**config.mk**
```make
export PLATFORM = sky130hd
export DESIGN_NAME = stage_mem
export DESIGN_NICKNAME = d
export VERILOG_FILES = /design/src/rtl/stage_mem_pkg.sv /design/src/rtl/stage_mem_align.sv /design/src/rtl/stage_mem.sv
export SDC_FILE = /design/constraint.sdc
export NUM_CORES = 1
export LEC_CHECK = 0
export CAP_MARGIN = 15
export CORE_UTILIZATION = 40
export DETAILED_ROUTE_END_ITERATION = 12
export PLACE_DENSITY_LB_ADDON = 0.08
export RECOVER_POWER = 100
export SLEW_MARGIN = 5
export SYNTH_ARGS = -nofsm -noshare
export SYNTH_HDL_FRONTEND = slang
export SYNTH_SLANG_ARGS = --single-unit
```
**constraint.sdc**
```tcl
create_clock -name clk -period 2.39 [get_ports clk]
set_input_delay 0.5975 -clock clk [delete_from_list [all_inputs] [get_ports clk]]
set_output_delay 0.5975 -clock clk [all_outputs]
set_load 0.02 [all_outputs]
```
**src/rtl/stage_mem_pkg.sv**
```systemverilog
// Shared definitions for the memory-access stage: funct3 encodings, FSM states,
// byte-enable constants and access-size helpers.
package stage_mem_pkg;

  localparam logic [2:0] F3_LB  = 3'b000;
  localparam logic [2:0] F3_LH  = 3'b001;
  localparam logic [2:0] F3_LW  = 3'b010;
  localparam logic [2:0] F3_LBU = 3'b100;
  localparam logic [2:0] F3_LHU = 3'b101;

  typedef enum logic {
    S_IDLE,
    S_ACCESS
  } state_t;

  typedef enum logic [1:0] {
    SZ_BYTE = 2'b00,
    SZ_HALF = 2'b01,
    SZ_WORD = 2'b10
  } size_t;

  localparam logic [3:0] BE_NONE    = 4'b0000;
  localparam logic [3:0] BE_B0      = 4'b0001;
  localparam logic [3:0] BE_HALF_LO = 4'b0011;
  localparam logic [3:0] BE_HALF_HI = 4'b1100;
  localparam logic [3:0] BE_ALL     = 4'b1111;

  // Size comes from funct3[1:0]; every encoding not byte/half is a word access.
  function automatic size_t f3_size(input logic [1:0] f3_lo);
    size_t sz;
    if (f3_lo == F3_LB[1:0])      sz = SZ_BYTE;
    else if (f3_lo == F3_LH[1:0]) sz = SZ_HALF;
    else                          sz = SZ_WORD;
    return sz;
  endfunction

  function automatic logic is_misaligned(input logic [1:0] f3_lo, input logic [1:0] lane);
    logic mis;
    case (f3_size(f3_lo))
      SZ_HALF: mis = lane[0];
      SZ_WORD: mis = |lane;
      default: mis = 1'b0;
    endcase
    return mis;
  endfunction

endpackage

```
**src/rtl/stage_mem_align.sv**
```systemverilog
// mem_align_unit: combinational byte-lane steering for stores and
// lane extraction with sign/zero extension for loads.
module mem_align_unit
  import stage_mem_pkg::*;
(
  input  logic [2:0]  i_funct3,
  input  logic [1:0]  i_lane,
  input  logic        i_is_store,
  input  logic [31:0] i_store_data,
  input  logic [31:0] i_rdata,
  output logic [3:0]  o_be,
  output logic [31:0] o_wdata,
  output logic [31:0] o_load_data
);

  size_t       w_size;
  logic        w_sext;
  logic [7:0]  w_byte;
  logic [15:0] w_half;

  always_comb begin
    w_size = f3_size(i_funct3[1:0]);
    w_sext = ~i_funct3[2];
    w_half = i_lane[1] ? i_rdata[31:16] : i_rdata[15:0];
    case (i_lane)
      2'd0:    w_byte = i_rdata[7:0];
      2'd1:    w_byte = i_rdata[15:8];
      2'd2:    w_byte = i_rdata[23:16];
      default: w_byte = i_rdata[31:24];
    endcase

    o_load_data = i_rdata;
    o_be        = BE_ALL;
    o_wdata     = i_store_data;

    case (w_size)
      SZ_BYTE: begin
        o_load_data = {{24{w_sext & w_byte[7]}}, w_byte};
        if (i_is_store) begin
          o_be    = BE_B0 << i_lane;
          o_wdata = {4{i_store_data[7:0]}};
        end
      end
      SZ_HALF: begin
        o_load_data = {{16{w_sext & w_half[15]}}, w_half};
        if (i_is_store) begin
          o_be    = i_lane[1] ? BE_HALF_HI : BE_HALF_LO;
          o_wdata = {2{i_store_data[15:0]}};
        end
      end
      default: ;
    endcase
  end

endmodule

```
**src/rtl/stage_mem.sv**
```systemverilog
// Memory-access pipeline stage: ALU results pass through in one cycle, loads and
// stores run a req/ack data-memory handshake with watchdog. Option: STAGE_MEM_ALIGN_CHECK_EN.
module stage_mem
  import stage_mem_pkg::*;
#(
  parameter int unsigned ADDR_W  = 32,
  parameter int unsigned TIMEOUT = 16,
  parameter int unsigned CNT_W   = 5
) (
  input  logic              clk,
  input  logic              rst_n,
  input  logic              in_valid,
  input  logic [ADDR_W-1:0] aluout,
  input  logic [31:0]       store_data,
  input  logic              memread,
  input  logic              memwrite,
  input  logic [2:0]        funct3,
  input  logic [4:0]        rd,
  input  logic              regwrite,
  output logic              stall,
  output logic              dmem_req,
  output logic              dmem_we,
  output logic [ADDR_W-1:0] dmem_addr,
  output logic [31:0]       dmem_wdata,
  output logic [3:0]        dmem_be,
  input  logic              dmem_ack,
  input  logic [31:0]       dmem_rdata,
  output logic              wb_valid,
  output logic [31:0]       wb_data,
  output logic [4:0]        wb_rd,
  output logic              wb_regwrite,
`ifdef STAGE_MEM_ALIGN_CHECK_EN
  output logic              misalign,
`endif
  output logic              bus_err
);

  state_t            r_state;
  logic [CNT_W-1:0]  r_cnt;
  logic [ADDR_W-1:0] r_addr;
  logic [31:0]       r_sdata;
  logic [2:0]        r_funct3;
  logic [4:0]        r_rd;
  logic              r_regwrite;
  logic              r_is_store;
  logic              r_wb_valid;
  logic [31:0]       r_wb_data;
  logic [4:0]        r_wb_rd;
  logic              r_wb_regwrite;
  logic              r_bus_err;
`ifdef STAGE_MEM_ALIGN_CHECK_EN
  logic              r_misalign;
`endif

  logic        w_mem_op;
  logic        w_misal;
  logic        w_accept_mem;
  logic        w_in_access;
  logic        w_timeout;
  logic [3:0]  w_be;
  logic [31:0] w_wdata;
  logic [31:0] w_load_data;

  assign w_mem_op = memread | memwrite;
`ifdef STAGE_MEM_ALIGN_CHECK_EN
  assign w_misal = w_mem_op & is_misaligned(funct3[1:0], aluout[1:0]);
`else
  assign w_misal = 1'b0;
`endif
  assign w_accept_mem = in_valid & w_mem_op & ~w_misal;
  assign w_in_access  = (r_state == S_ACCESS);
  assign w_timeout    = w_in_access & ~dmem_ack & (r_cnt == CNT_W'(TIMEOUT - 1));

  mem_align_unit u_align (
    .i_funct3     (r_funct3),
    .i_lane       (r_addr[1:0]),
    .i_is_store   (r_is_store),
    .i_store_data (r_sdata),
    .i_rdata      (dmem_rdata),
    .o_be         (w_be),
    .o_wdata      (w_wdata),
    .o_load_data  (w_load_data)
  );

  // A timed-out access also releases upstream; otherwise the aborted op would reissue.
  always_comb begin
    stall = 1'b0;
    if (w_in_access) stall = ~(dmem_ack | w_timeout);
    else             stall = w_accept_mem;
  end

  assign dmem_req   = w_in_access;
  assign dmem_we    = w_in_access & r_is_store;
  assign dmem_addr  = w_in_access ? {r_addr[ADDR_W-1:2], 2'b00} : '0;
  assign dmem_wdata = w_in_access ? w_wdata : '0;
  assign dmem_be    = w_in_access ? (r_is_store ? w_be : BE_ALL) : BE_NONE;

  always_ff @(posedge clk) begin
    if (!rst_n) begin
      r_state       <= S_IDLE;
      r_cnt         <= '0;
      r_addr        <= '0;
      r_sdata       <= '0;
      r_funct3      <= '0;
      r_rd          <= '0;
      r_regwrite    <= 1'b0;
      r_is_store    <= 1'b0;
      r_wb_valid    <= 1'b0;
      r_wb_data     <= '0;
      r_wb_rd       <= '0;
      r_wb_regwrite <= 1'b0;
      r_bus_err     <= 1'b0;
`ifdef STAGE_MEM_ALIGN_CHECK_EN
      r_misalign    <= 1'b0;
`endif
    end else begin
      r_wb_valid <= 1'b0;
      r_bus_err  <= 1'b0;
`ifdef STAGE_MEM_ALIGN_CHECK_EN
      r_misalign <= 1'b0;
`endif
      case (r_state)
        S_IDLE: begin
          if (in_valid) begin
            if (w_misal) begin
              r_wb_valid    <= 1'b1;
              r_wb_data     <= 32'(aluout);
              r_wb_rd       <= rd;
              r_wb_regwrite <= 1'b0;
`ifdef STAGE_MEM_ALIGN_CHECK_EN
              r_misalign    <= 1'b1;
`endif
            end else if (w_mem_op) begin
              r_state    <= S_ACCESS;
              r_cnt      <= '0;
              r_addr     <= aluout;
              r_sdata    <= store_data;
              r_funct3   <= funct3;
              r_rd       <= rd;
              r_regwrite <= regwrite;
              r_is_store <= memwrite;
            end else begin
              r_wb_valid    <= 1'b1;
              r_wb_data     <= 32'(aluout);
              r_wb_rd       <= rd;
              r_wb_regwrite <= regwrite;
            end
          end
        end
        S_ACCESS: begin
          if (dmem_ack) begin
            r_state       <= S_IDLE;
            r_wb_valid    <= 1'b1;
            r_wb_rd       <= r_rd;
            r_wb_data     <= r_is_store ? 32'(r_addr) : w_load_data;
            r_wb_regwrite <= r_is_store ? 1'b0 : r_regwrite;
          end else if (w_timeout) begin
            r_state       <= S_IDLE;
            r_wb_valid    <= 1'b1;
            r_wb_rd       <= r_rd;
            r_wb_data     <= '0;
            r_wb_regwrite <= 1'b0;
            r_bus_err     <= 1'b1;
          end else begin
            r_cnt <= r_cnt + CNT_W'(1);
          end
        end
        default: r_state <= S_IDLE;
      endcase
    end
  end

  assign wb_valid    = r_wb_valid;
  assign wb_data     = r_wb_data;
  assign wb_rd       = r_wb_rd;
  assign wb_regwrite = r_wb_regwrite;
  assign bus_err     = r_bus_err;
`ifdef STAGE_MEM_ALIGN_CHECK_EN
  assign misalign    = r_misalign;
`endif

endmodule

```
==> run metrics <==
crit path DAT 1.73 ns; grt ovf 0; Clock Pin Slew Worst Setup and Hold Paths 0.05 ns; sequential area share after synthesis 37.51%; R2R setup slack 0.20 ns; initial antenna violation count 1; CTS tree built; port bufs 219; die area 16520 um^2; endpoint class of the critical path output port; Layout area overhead 48.48%; leakage power 3.934 nW; r2r startpoint r_cnt[0]; share of post-route cells with drive strength above 1 12.91%; Cell Area, Synth 6404 um^2; Hold Path Depth 2; Synth Instances 809; Synth area leader dfxtp_1; routability cong. 0.8698; status finished, final reports clean; Die Wd 128.5 um; Max clock buf depth 2; Synth Area per Inst 7.916 um^2; Initial Util 41.51%; count of cell types in the netlist 46; die height 128.5 um; Worst-Margin Slew 0.7918 ns; Worst VDD drop 0.5089 mV; skew final 0.009894 ns; HPWL Detailed 14790 um; row count 45; Initial DRC Count 517; total power 6.191 mW; hold_sp r_rd[2]; vias per cell 5.404; H-tree depth 4; cell area after layout 9508 um^2; period utilization 97.55%; worst slack at placement -0.3082 ns; final hold vios 0; critical path class flip-flop to output port; Post-DP Area 9071 um^2; unrepaired setup endpoints after global routing true; dominant cells by area after synthesis dfxtp_1, nand2_1, a21oi_1; via count 6706; length of the first detailed-routing pass in iterations 8; slew margin rel. 47.21%; Final WS setup 0.05865 ns; vias in the first global route 6384; Post-synth EDFFs 0; power density over the cells 651.1 nW/um^2; Filler cells 1467; # nets final 1132; Clk Latency, worst-skew pair 0.42 ns; drc violations 0; MaxCap Viol Count 0; clk root buf clkbuf_16; ys flop type dfxtp_1; Hold Path Class flip-flop to flip-flop; number of diodes 0; Routed wire per std cell 17.41 um; hold endpoint r_rd[2]; DRT Wirelength 21610 um; # hold bufs at CTS 0; gr usage total 26.52%; FF-to-FF path depth 11; CTS Buf Count 17; crit path time final 2.331 ns; Post-synth ARST share 0%; max-slew violation total from the final report 0; CORE AREA 15430 um^2; Sink Count 120; DRT antenna net count 0; io pins 222; largest fanout on the critical path 33; Max Clk Rate 428.9 MHz; Worst Setup Start Kind flip-flop; first-pass GRT wire length 33950 um; setup violators final 0; largest net degree at the start of global routing 74; Data required, critical path 1.79 ns; Worst R2R End wb_data[7]; Synth Warn # 0; share of Yosys cell area claimed by the top area cell type 37.51%; Yosys reg bits 120
area by class of cell:
cell class / count / area (um^2) / share of cell area [%]
clock inverter: 9 / 147.6 / 1.553
tap: 211 / 264.0 / 2.777
timing repair buffer: 267 / 2514 / 26.44
sequential: 120 / 2411 / 25.36
multi-input combinational: 604 / 3665 / 38.54
clock buffer: 21 / 470.5 / 4.948
inverter: 9 / 36.28 / 0.3816
cell usage after synthesis (all sizes together), types with 10 or more instances:
| cell type | n |
|---|---|
| o32ai | 30 |
| and2 | 41 |
| clkbuf | 41 |
| dfxtp | 120 |
| mux2i | 31 |
| buf | 36 |
| nand2 | 194 |
| a21oi | 108 |
| a221oi | 30 |
| o22ai | 10 |
| o211a | 10 |
| nor3b | 31 |
| a21boi | 16 |
| o21ai | 15 |
| nor2 | 43 |
sequential cells by signal (all words and copies together), names as in the netlist, 3 cells and up:
signal    count
r_addr       32
r_cnt         5
r_funct3      3
r_rd          5
r_sdata      32
wb_data      32
wb_rd         5
stage by stage:
step	TNS [ns]	utilization [%]	hold slack (ns)	instances
3_3_place_gp	-0.3037	58.80	0.4415	1210
4_1_cts	-0.005235	62.37	0.4578	1240
5_1_grt	-0.04388	61.63	0.4752	1241
2_1_floorplan	0	-	0.4360	810
6_report	0	61.63	0.4579	1241
3_5_place_dp	-0.4811	58.80	0.4499	1210
per-layer routing:
layer  GRT usage (%)  up-vias  share of wire [%]  wire (um)
met5               0        -                  0          0
met4           9.481        0                2.2        471
met3           7.609       33                8.4       1816
met2           42.96      274                 46      10010
met1           33.57     3131                 43       9312
li1                -     3268                  -          -
logic make-up after synthesis:
group / after synthesis / synth area share, %
AND/OR/NAND/NOR: 326 / 23.33
AO/OA/AOI/OAI: 241 / 27.39
flip-flops: 120 / 37.51
buffers and inverters: 86 / 5.881
multiplexers: 31 / 5.158
adder cells (fa/ha/maj): 2 / 0.3907
XOR/XNOR: 2 / 0.2736
other: 1 / 0.05856
cell usage in the layout, fill, tap and decap left out, drive strengths merged, types with 30 or more instances in the layout:
master and n:
dlygate4sd2 44, o32ai 30, mux2i 31, a21oi 108, nor2 43, dlygate4sd3 42, nand2 194, nor3b 31
clkdlybuf4s50 109, a221oi 30, buf 44, and2 41, dfxtp 120, clkbuf 47
worst max-delay path: stages, from the launching register on:
cell and delay, ns:
dfxtp_4 0.39, clkbuf_4 0.36, and2_0 0.21, dlygate4sd2_1 0.35
what timing repair did:
item / CTS / global route
buffers inserted: 0 / 1
pin swaps: 0 / 1
endpoints found under the setup margin: 67 / 28
gates resized for setup: 126 / 41
worst max-delay path by stage:
stage | start | to | slack (ns) | cells after the start
after floorplan | r_is_store | dmem_wdata[20] | 0.13 | 6
after global placement | memwrite | stall | -0.30 | 5
after detailed placement | memwrite | stall | -0.31 | 5
after CTS | r_cnt[0] | stall | -0.005 | 7
after global routing | r_funct3[1] | dmem_wdata[15] | -0.01 | 6
final | dmem_req | dmem_addr[27] | 0.06 | 3
where the power goes:
part | total (mW) | internal (mW) | switching [mW]
logic | 1.25 | 0.578 | 0.675
clock network | 2.72 | 1.81 | 0.915
registers | 2.21 | 2.12 | 0.0898
total | 6.19 | 4.51 | 1.68
No activity file was read; power rests on OpenSTA's default activity.
